File: config.mk
export PLATFORM = sky130hd
export DESIGN_NAME = hazard_sched_flat
export DESIGN_NICKNAME = d
export VERILOG_FILES = /design/src/rtl/hazard_sched_if.sv /design/src/rtl/hazard_sched.sv /design/src/flat_wrapper.sv
export SDC_FILE = /design/constraint.sdc
export NUM_CORES = 1
export LEC_CHECK = 0
export CORE_ASPECT_RATIO = 0.6
export CORE_MARGIN = 2
export CORE_UTILIZATION = 47
export CTS_BUF_LIST = sky130_fd_sc_hd__clkbuf_8
export DETAILED_ROUTE_END_ITERATION = 8
export GPL_ROUTABILITY_DRIVEN = 0
export PLACE_DENSITY = 0.75
export SYNTH_ARGS = -nofsm -noshare
export SYNTH_HDL_FRONTEND = slang
export SYNTH_SLANG_ARGS = --single-unit
export TNS_END_PERCENT = 50
File: constraint.sdc
create_clock -name clk -period 2.01 [get_ports clk]
set_input_delay 0.201 -clock clk [delete_from_list [all_inputs] [get_ports clk]]
set_output_delay 0.201 -clock clk [all_outputs]
set_load 0.01 [all_outputs]
File: src/rtl/hazard_sched_if.sv
// D-stage hazard information and scheduler control outputs for hazard_sched.
// HAZ_STATS_EN adds the stall_cnt statistics output.
interface hazard_sched_if;
  logic [4:0]  d_rs;
  logic [4:0]  d_rt;
  logic [1:0]  d_tuse_rs;
  logic [1:0]  d_tuse_rt;
  logic [4:0]  d_wba;
  logic [1:0]  d_tnew;
  logic        d_md_use;
  logic        d_md_start;
  logic        d_md_div;
  logic        pc_en;
  logic        fd_en;
  logic        de_clr;
  logic        md_busy;
`ifdef HAZ_STATS_EN
  logic [31:0] stall_cnt;

  modport master (
    output d_rs, d_rt, d_tuse_rs, d_tuse_rt, d_wba, d_tnew,
           d_md_use, d_md_start, d_md_div,
    input  pc_en, fd_en, de_clr, md_busy, stall_cnt
  );
  modport slave (
    input  d_rs, d_rt, d_tuse_rs, d_tuse_rt, d_wba, d_tnew,
           d_md_use, d_md_start, d_md_div,
    output pc_en, fd_en, de_clr, md_busy, stall_cnt
  );
`else
  modport master (
    output d_rs, d_rt, d_tuse_rs, d_tuse_rt, d_wba, d_tnew,
           d_md_use, d_md_start, d_md_div,
    input  pc_en, fd_en, de_clr, md_busy
  );
  modport slave (
    input  d_rs, d_rt, d_tuse_rs, d_tuse_rt, d_wba, d_tnew,
           d_md_use, d_md_start, d_md_div,
    output pc_en, fd_en, de_clr, md_busy
  );
`endif
endinterface

File: src/rtl/hazard_sched.sv
// Stall/flush scheduler for the 5-stage MIPS pipeline (Tuse/Tnew + mult/div busy).
// Optional HAZ_STATS_EN adds a free-running 32-bit stall cycle counter.
module hazard_sched #(
  parameter int unsigned MULT_CYCLES = 5,
  parameter int unsigned DIV_CYCLES  = 10
) (
  input logic           clk,
  input logic           reset,
  hazard_sched_if.slave bus
);

  logic [4:0] wba_e_q,  wba_e_d;
  logic [1:0] tnew_e_q, tnew_e_d;
  logic       mds_e_q,  mds_e_d;
  logic       mdd_e_q,  mdd_e_d;
  logic [4:0] wba_m_q,  wba_m_d;
  logic [1:0] tnew_m_q, tnew_m_d;
  logic [3:0] md_cnt_q, md_cnt_d;

  logic rs_haz_s;
  logic rt_haz_s;
  logic md_haz_s;
  logic md_busy_s;
  logic stall_s;

  // Hazard detection: a source hazards only if its producer's result arrives after it is needed.
  always_comb begin
    rs_haz_s = (bus.d_rs != 5'd0) &&
               (((bus.d_rs == wba_e_q) && (bus.d_tuse_rs < tnew_e_q)) ||
                ((bus.d_rs == wba_m_q) && (bus.d_tuse_rs < tnew_m_q)));
    rt_haz_s = (bus.d_rt != 5'd0) &&
               (((bus.d_rt == wba_e_q) && (bus.d_tuse_rt < tnew_e_q)) ||
                ((bus.d_rt == wba_m_q) && (bus.d_tuse_rt < tnew_m_q)));
    md_busy_s = mds_e_q || (md_cnt_q != 4'd0);
    md_haz_s  = bus.d_md_use && md_busy_s;
    stall_s   = rs_haz_s || rt_haz_s || md_haz_s;
  end

  // Next-state for the E/M shadows and the mult/div countdown.
  always_comb begin
    wba_e_d  = 5'd0;
    tnew_e_d = 2'd0;
    mds_e_d  = 1'b0;
    mdd_e_d  = 1'b0;
    if (stall_s) begin
      wba_e_d  = 5'd0;
      tnew_e_d = 2'd0;
      mds_e_d  = 1'b0;
      mdd_e_d  = 1'b0;
    end else begin
      wba_e_d  = bus.d_wba;
      tnew_e_d = bus.d_tnew;
      mds_e_d  = bus.d_md_start;
      mdd_e_d  = bus.d_md_div;
    end

    wba_m_d = wba_e_q;
    if (tnew_e_q == 2'd0) begin
      tnew_m_d = 2'd0;
    end else begin
      tnew_m_d = tnew_e_q - 2'd1;
    end

    // The load happens while the op sits in E, so busy spans start cycle + N.
    if (mds_e_q) begin
      md_cnt_d = mdd_e_q ? 4'(DIV_CYCLES) : 4'(MULT_CYCLES);
    end else if (md_cnt_q != 4'd0) begin
      md_cnt_d = md_cnt_q - 4'd1;
    end else begin
      md_cnt_d = 4'd0;
    end
  end

  // Shadow pipeline state.
  always_ff @(posedge clk) begin
    if (reset) begin
      wba_e_q  <= 5'd0;
      tnew_e_q <= 2'd0;
      mds_e_q  <= 1'b0;
      mdd_e_q  <= 1'b0;
      wba_m_q  <= 5'd0;
      tnew_m_q <= 2'd0;
      md_cnt_q <= 4'd0;
    end else begin
      wba_e_q  <= wba_e_d;
      tnew_e_q <= tnew_e_d;
      mds_e_q  <= mds_e_d;
      mdd_e_q  <= mdd_e_d;
      wba_m_q  <= wba_m_d;
      tnew_m_q <= tnew_m_d;
      md_cnt_q <= md_cnt_d;
    end
  end

  // Enables must act in the same cycle as the hazard, so they stay combinational.
  assign bus.pc_en   = ~stall_s;
  assign bus.fd_en   = ~stall_s;
  assign bus.de_clr  = stall_s;
  assign bus.md_busy = md_busy_s;

`ifdef HAZ_STATS_EN
  logic [31:0] stall_cnt_q, stall_cnt_d;

  // Stall statistics; wraps naturally at 2^32.
  always_comb begin
    if (stall_s) begin
      stall_cnt_d = stall_cnt_q + 32'd1;
    end else begin
      stall_cnt_d = stall_cnt_q;
    end
  end

  // Stall statistics register.
  always_ff @(posedge clk) begin
    if (reset) begin
      stall_cnt_q <= 32'd0;
    end else begin
      stall_cnt_q <= stall_cnt_d;
    end
  end

  assign bus.stall_cnt = stall_cnt_q;
`endif

endmodule

File: src/flat_wrapper.sv
// flat-port wrapper written by rule: the top's interface ports become plain ports
module hazard_sched_flat 
#(
  parameter int unsigned MULT_CYCLES = 5,
  parameter int unsigned DIV_CYCLES  = 10
)
  (clk, reset, bus_d_rs, bus_d_rt, bus_d_tuse_rs, bus_d_tuse_rt, bus_d_wba, bus_d_tnew, bus_d_md_use, bus_d_md_start, bus_d_md_div, bus_pc_en, bus_fd_en, bus_de_clr, bus_md_busy);
  hazard_sched_if bus_i ();
  input logic clk;
  input logic reset;
  input wire logic [$bits(bus_i.d_rs)-1:0] bus_d_rs;
  input wire logic [$bits(bus_i.d_rt)-1:0] bus_d_rt;
  input wire logic [$bits(bus_i.d_tuse_rs)-1:0] bus_d_tuse_rs;
  input wire logic [$bits(bus_i.d_tuse_rt)-1:0] bus_d_tuse_rt;
  input wire logic [$bits(bus_i.d_wba)-1:0] bus_d_wba;
  input wire logic [$bits(bus_i.d_tnew)-1:0] bus_d_tnew;
  input wire logic [$bits(bus_i.d_md_use)-1:0] bus_d_md_use;
  input wire logic [$bits(bus_i.d_md_start)-1:0] bus_d_md_start;
  input wire logic [$bits(bus_i.d_md_div)-1:0] bus_d_md_div;
  output wire logic [$bits(bus_i.pc_en)-1:0] bus_pc_en;
  output wire logic [$bits(bus_i.fd_en)-1:0] bus_fd_en;
  output wire logic [$bits(bus_i.de_clr)-1:0] bus_de_clr;
  output wire logic [$bits(bus_i.md_busy)-1:0] bus_md_busy;
  assign bus_i.d_rs = bus_d_rs;
  assign bus_i.d_rt = bus_d_rt;
  assign bus_i.d_tuse_rs = bus_d_tuse_rs;
  assign bus_i.d_tuse_rt = bus_d_tuse_rt;
  assign bus_i.d_wba = bus_d_wba;
  assign bus_i.d_tnew = bus_d_tnew;
  assign bus_i.d_md_use = bus_d_md_use;
  assign bus_i.d_md_start = bus_d_md_start;
  assign bus_i.d_md_div = bus_d_md_div;
  assign bus_pc_en = bus_i.pc_en;
  assign bus_fd_en = bus_i.fd_en;
  assign bus_de_clr = bus_i.de_clr;
  assign bus_md_busy = bus_i.md_busy;
  hazard_sched #(.MULT_CYCLES(MULT_CYCLES), .DIV_CYCLES(DIV_CYCLES)) u_core (.clk(clk), .reset(reset), .bus(bus_i));
endmodule
==> run metrics <==
Vias=approximately 980; synth unique cells=31; multiplexer share of the synthesized area=0; Post-DP HPWL=1.97 mm; Die Wd=66.5 um; CTS root buffer=clkbuf_8; Synth Flop Type=dfxtp_1; XOR/XNOR share of the synthesized area=0.159; Post-Syn Nets=142; P_leak=0.000672 uW; clk slew on worst S/H paths=0.08 ns; ant diodes=0; Final Skew=0.00806 ns; clock sink count=20; drt first pass iters=4; via density per instance=approximately 5.2; Initial Util=0.501; relative slew slack=0.768; simple-gate share of the synthesized area=0.290; H-tree levels=1; most instantiated library cell after synthesis=dfxtp_1; WS Path Type=in2out; Max Cap Viol=0; row cnt=13; CP arrival=1.84 ns; period utilization=1.02; Post-Synth Adder-Cell Area=0.0569; Place WS=-0.510 ns; synth-to-layout area growth=49.6%; Crit Path Max Fanout=3; CTS tree=done; setup violators final=1; Yosys top cell area share=0.364; critical path capture point type=primary output; Post-synth top cells=dfxtp_1 (20), xor2_1 (17), nor2_1 (9), nor4b_2 (9); # DRC=0; Critical Path RT=about 1.8 ns; top post-synthesis cells by area=dfxtp_1 (36%), xor2_1 (14%), nor4b_2 (12%); Design Area, Final=about 1600 um2; Hold Fails Final Rpt=0; PwrDens=approximately 700 nW/um2; clock buffer depth=2; clock latency on the worst-skew pair=approximately 0.26 ns; final WL=about 2.7 mm; number of CTS-inserted buffers=3; post-route ant nets=0; failing checks=setup timing; first-pass GRT wire length=4.32 mm; antenna violations before repair=0; Fill cells=157; Max Fclk=0.489 GHz; status=complete, but fails checks; share of layout cells above drive strength 1=0.297; die area=2760 um2; drt wl/cell=14.4 um; total I/O pin count=30; yosys warns=0; Synth area leader=dfxtp_1; RSZ-0062 raised after global routing=true; Slew Limit Fails=0; Cells after Synth=approximately 110; Avg Cell Area, Syn=9.91 um2; number of global-route vias before repair=970; Pwr Total=between 1000 and 1500 uW; #FFs+latches synth=20; worst setup margin=-0.0351 ns; drt first-iter violations=64; total grt overflow=0; Post-synth EDFFs=0; fin crit period=2.05 ns; GRT Total Usage=0.207; placed cell area=1530 um2; post-synth design cell area=roughly 1100 um2; nets=190; Least-Margin Pin Slew=0.344 ns; Seq/Total Area, Yosys=0.364; crit start category=input port; IO Port Bufs=29; Die H=roughly 41 um; core area=2200 um2; largest net degree at the start of global routing=17; Async SR Flop Fraction=0; Min-Delay Path Class=reg2reg; largest family of logic cells by synthesized area=simple AND/OR/NAND/NOR gates; post-synthesis compound-gate area fraction=0.0876; peak supply drop=616 uV
worst max-delay path: stages:
cell             delay [ns]
clkdlybuf4s50_1        0.46
or4_4                  0.50
nor2_2                 0.14
a21oi_2                0.05
buf_4                  0.14
or2_1                  0.21
buf_2                  0.13
sequential cells by signal (all words and copies together), names as in the netlist:
signal and flops:
u_core.tnew_m_q 2, u_core.mdd_e_q 1, u_core.wba_m_q 5, u_core.md_cnt_q 4, u_core.tnew_e_q 2, u_core.mds_e_q 1, u_core.wba_e_q 5
per-layer routing:
metal	track usage	up-vias	wire length [um]
li1	-	482	-
met1	0.293	455	1310
met2	0.332	39	1170
met3	0.0488	2	199
met4	0.0245	0	17
met5	0	-	0
final cells by class:
cell class / instances / area, um2 / area share
clock buffers: 3 / 41.3 / 0.0251
repair buffers: 48 / 415 / 0.252
multi-input cells: 82 / 704 / 0.428
flip-flops and latches: 20 / 402 / 0.244
well taps: 30 / 37.5 / 0.0228
inverters: 4 / 15.0 / 0.00913
clock inverters: 1 / 30.0 / 0.0183
power breakdown:
| part | switching, uW | total [uW] | internal [uW] |
|---|---|---|---|
| logic | 126 | 291 | 165 |
| clock network | 137 | 403 | 266 |
| registers | 32.6 | 460 | 428 |
cell usage in the layout (no fill, tap or decap), types with 2 or more instances in the layout:
master / count
a21oi_1: 3
nand2_1: 2
clkbuf_8: 3
nor3_1: 2
inv_1: 3
buf_4: 19
nor2_2: 2
buf_2: 3
o21ai_0: 4
xor2_1: 17
nor2_1: 7
dlygate4sd2_1: 4
a211oi_1: 3
clkdlybuf4s50_1: 21
nor4_1: 3
xnor2_1: 3
ha_1: 4
nor2b_1: 5
nor4b_2: 9
nand2b_1: 2
dfxtp_1: 19
cell families after synthesis:
group / Yosys count
xor gates and xnor gates: 20
AOI/OAI and AO/OA: 15
adders and majority gates: 5
DFF: 20
and+or+nand+nor: 42
buffers and inverters: 9
final timing paths:
| kind | from | to | slack, ns | cells past startpoint |
|---|---|---|---|---|
| max | bus_d_rt[2] | bus_de_clr | -0.04 | 7 |
| min | u_core.tnew_e_q[0]$_SDFF_PP0_ | u_core.tnew_m_q[0]$_SDFF_PP0_ | 0.47 | 1 |
| max reg2reg | u_core.tnew_m_q[1]$_SDFF_PP0_ | u_core.wba_e_q[2]$_SDFF_PP0_ | 0.24 | 9 |
| min reg2reg | u_core.tnew_e_q[0]$_SDFF_PP0_ | u_core.tnew_m_q[0]$_SDFF_PP0_ | 0.47 | 1 |
through the flow:
stage	hold WS, ns	util	std cells	setup TNS (ns)
after floorplan	0.389	-	111	0
after global placement	0.455	0.697	183	-1.52
after detailed placement	0.464	0.697	183	-1.54
after CTS	0.476	0.741	188	-0.0776
after global routing	0.508	0.749	188	-0.210
final	0.472	0.749	188	-0.0351
what timing repair did:
| action | CTS | global route |
|---|---|---|
| pin swaps | 9 | 6 |
| setup endpoints to repair | 3 | 4 |
| hold buffers | 0 | 0 |
| gates resized for setup | 23 | 5 |
| setup buffers | 1 | 0 |
Note: power is estimated with default switching activity, not from simulation.
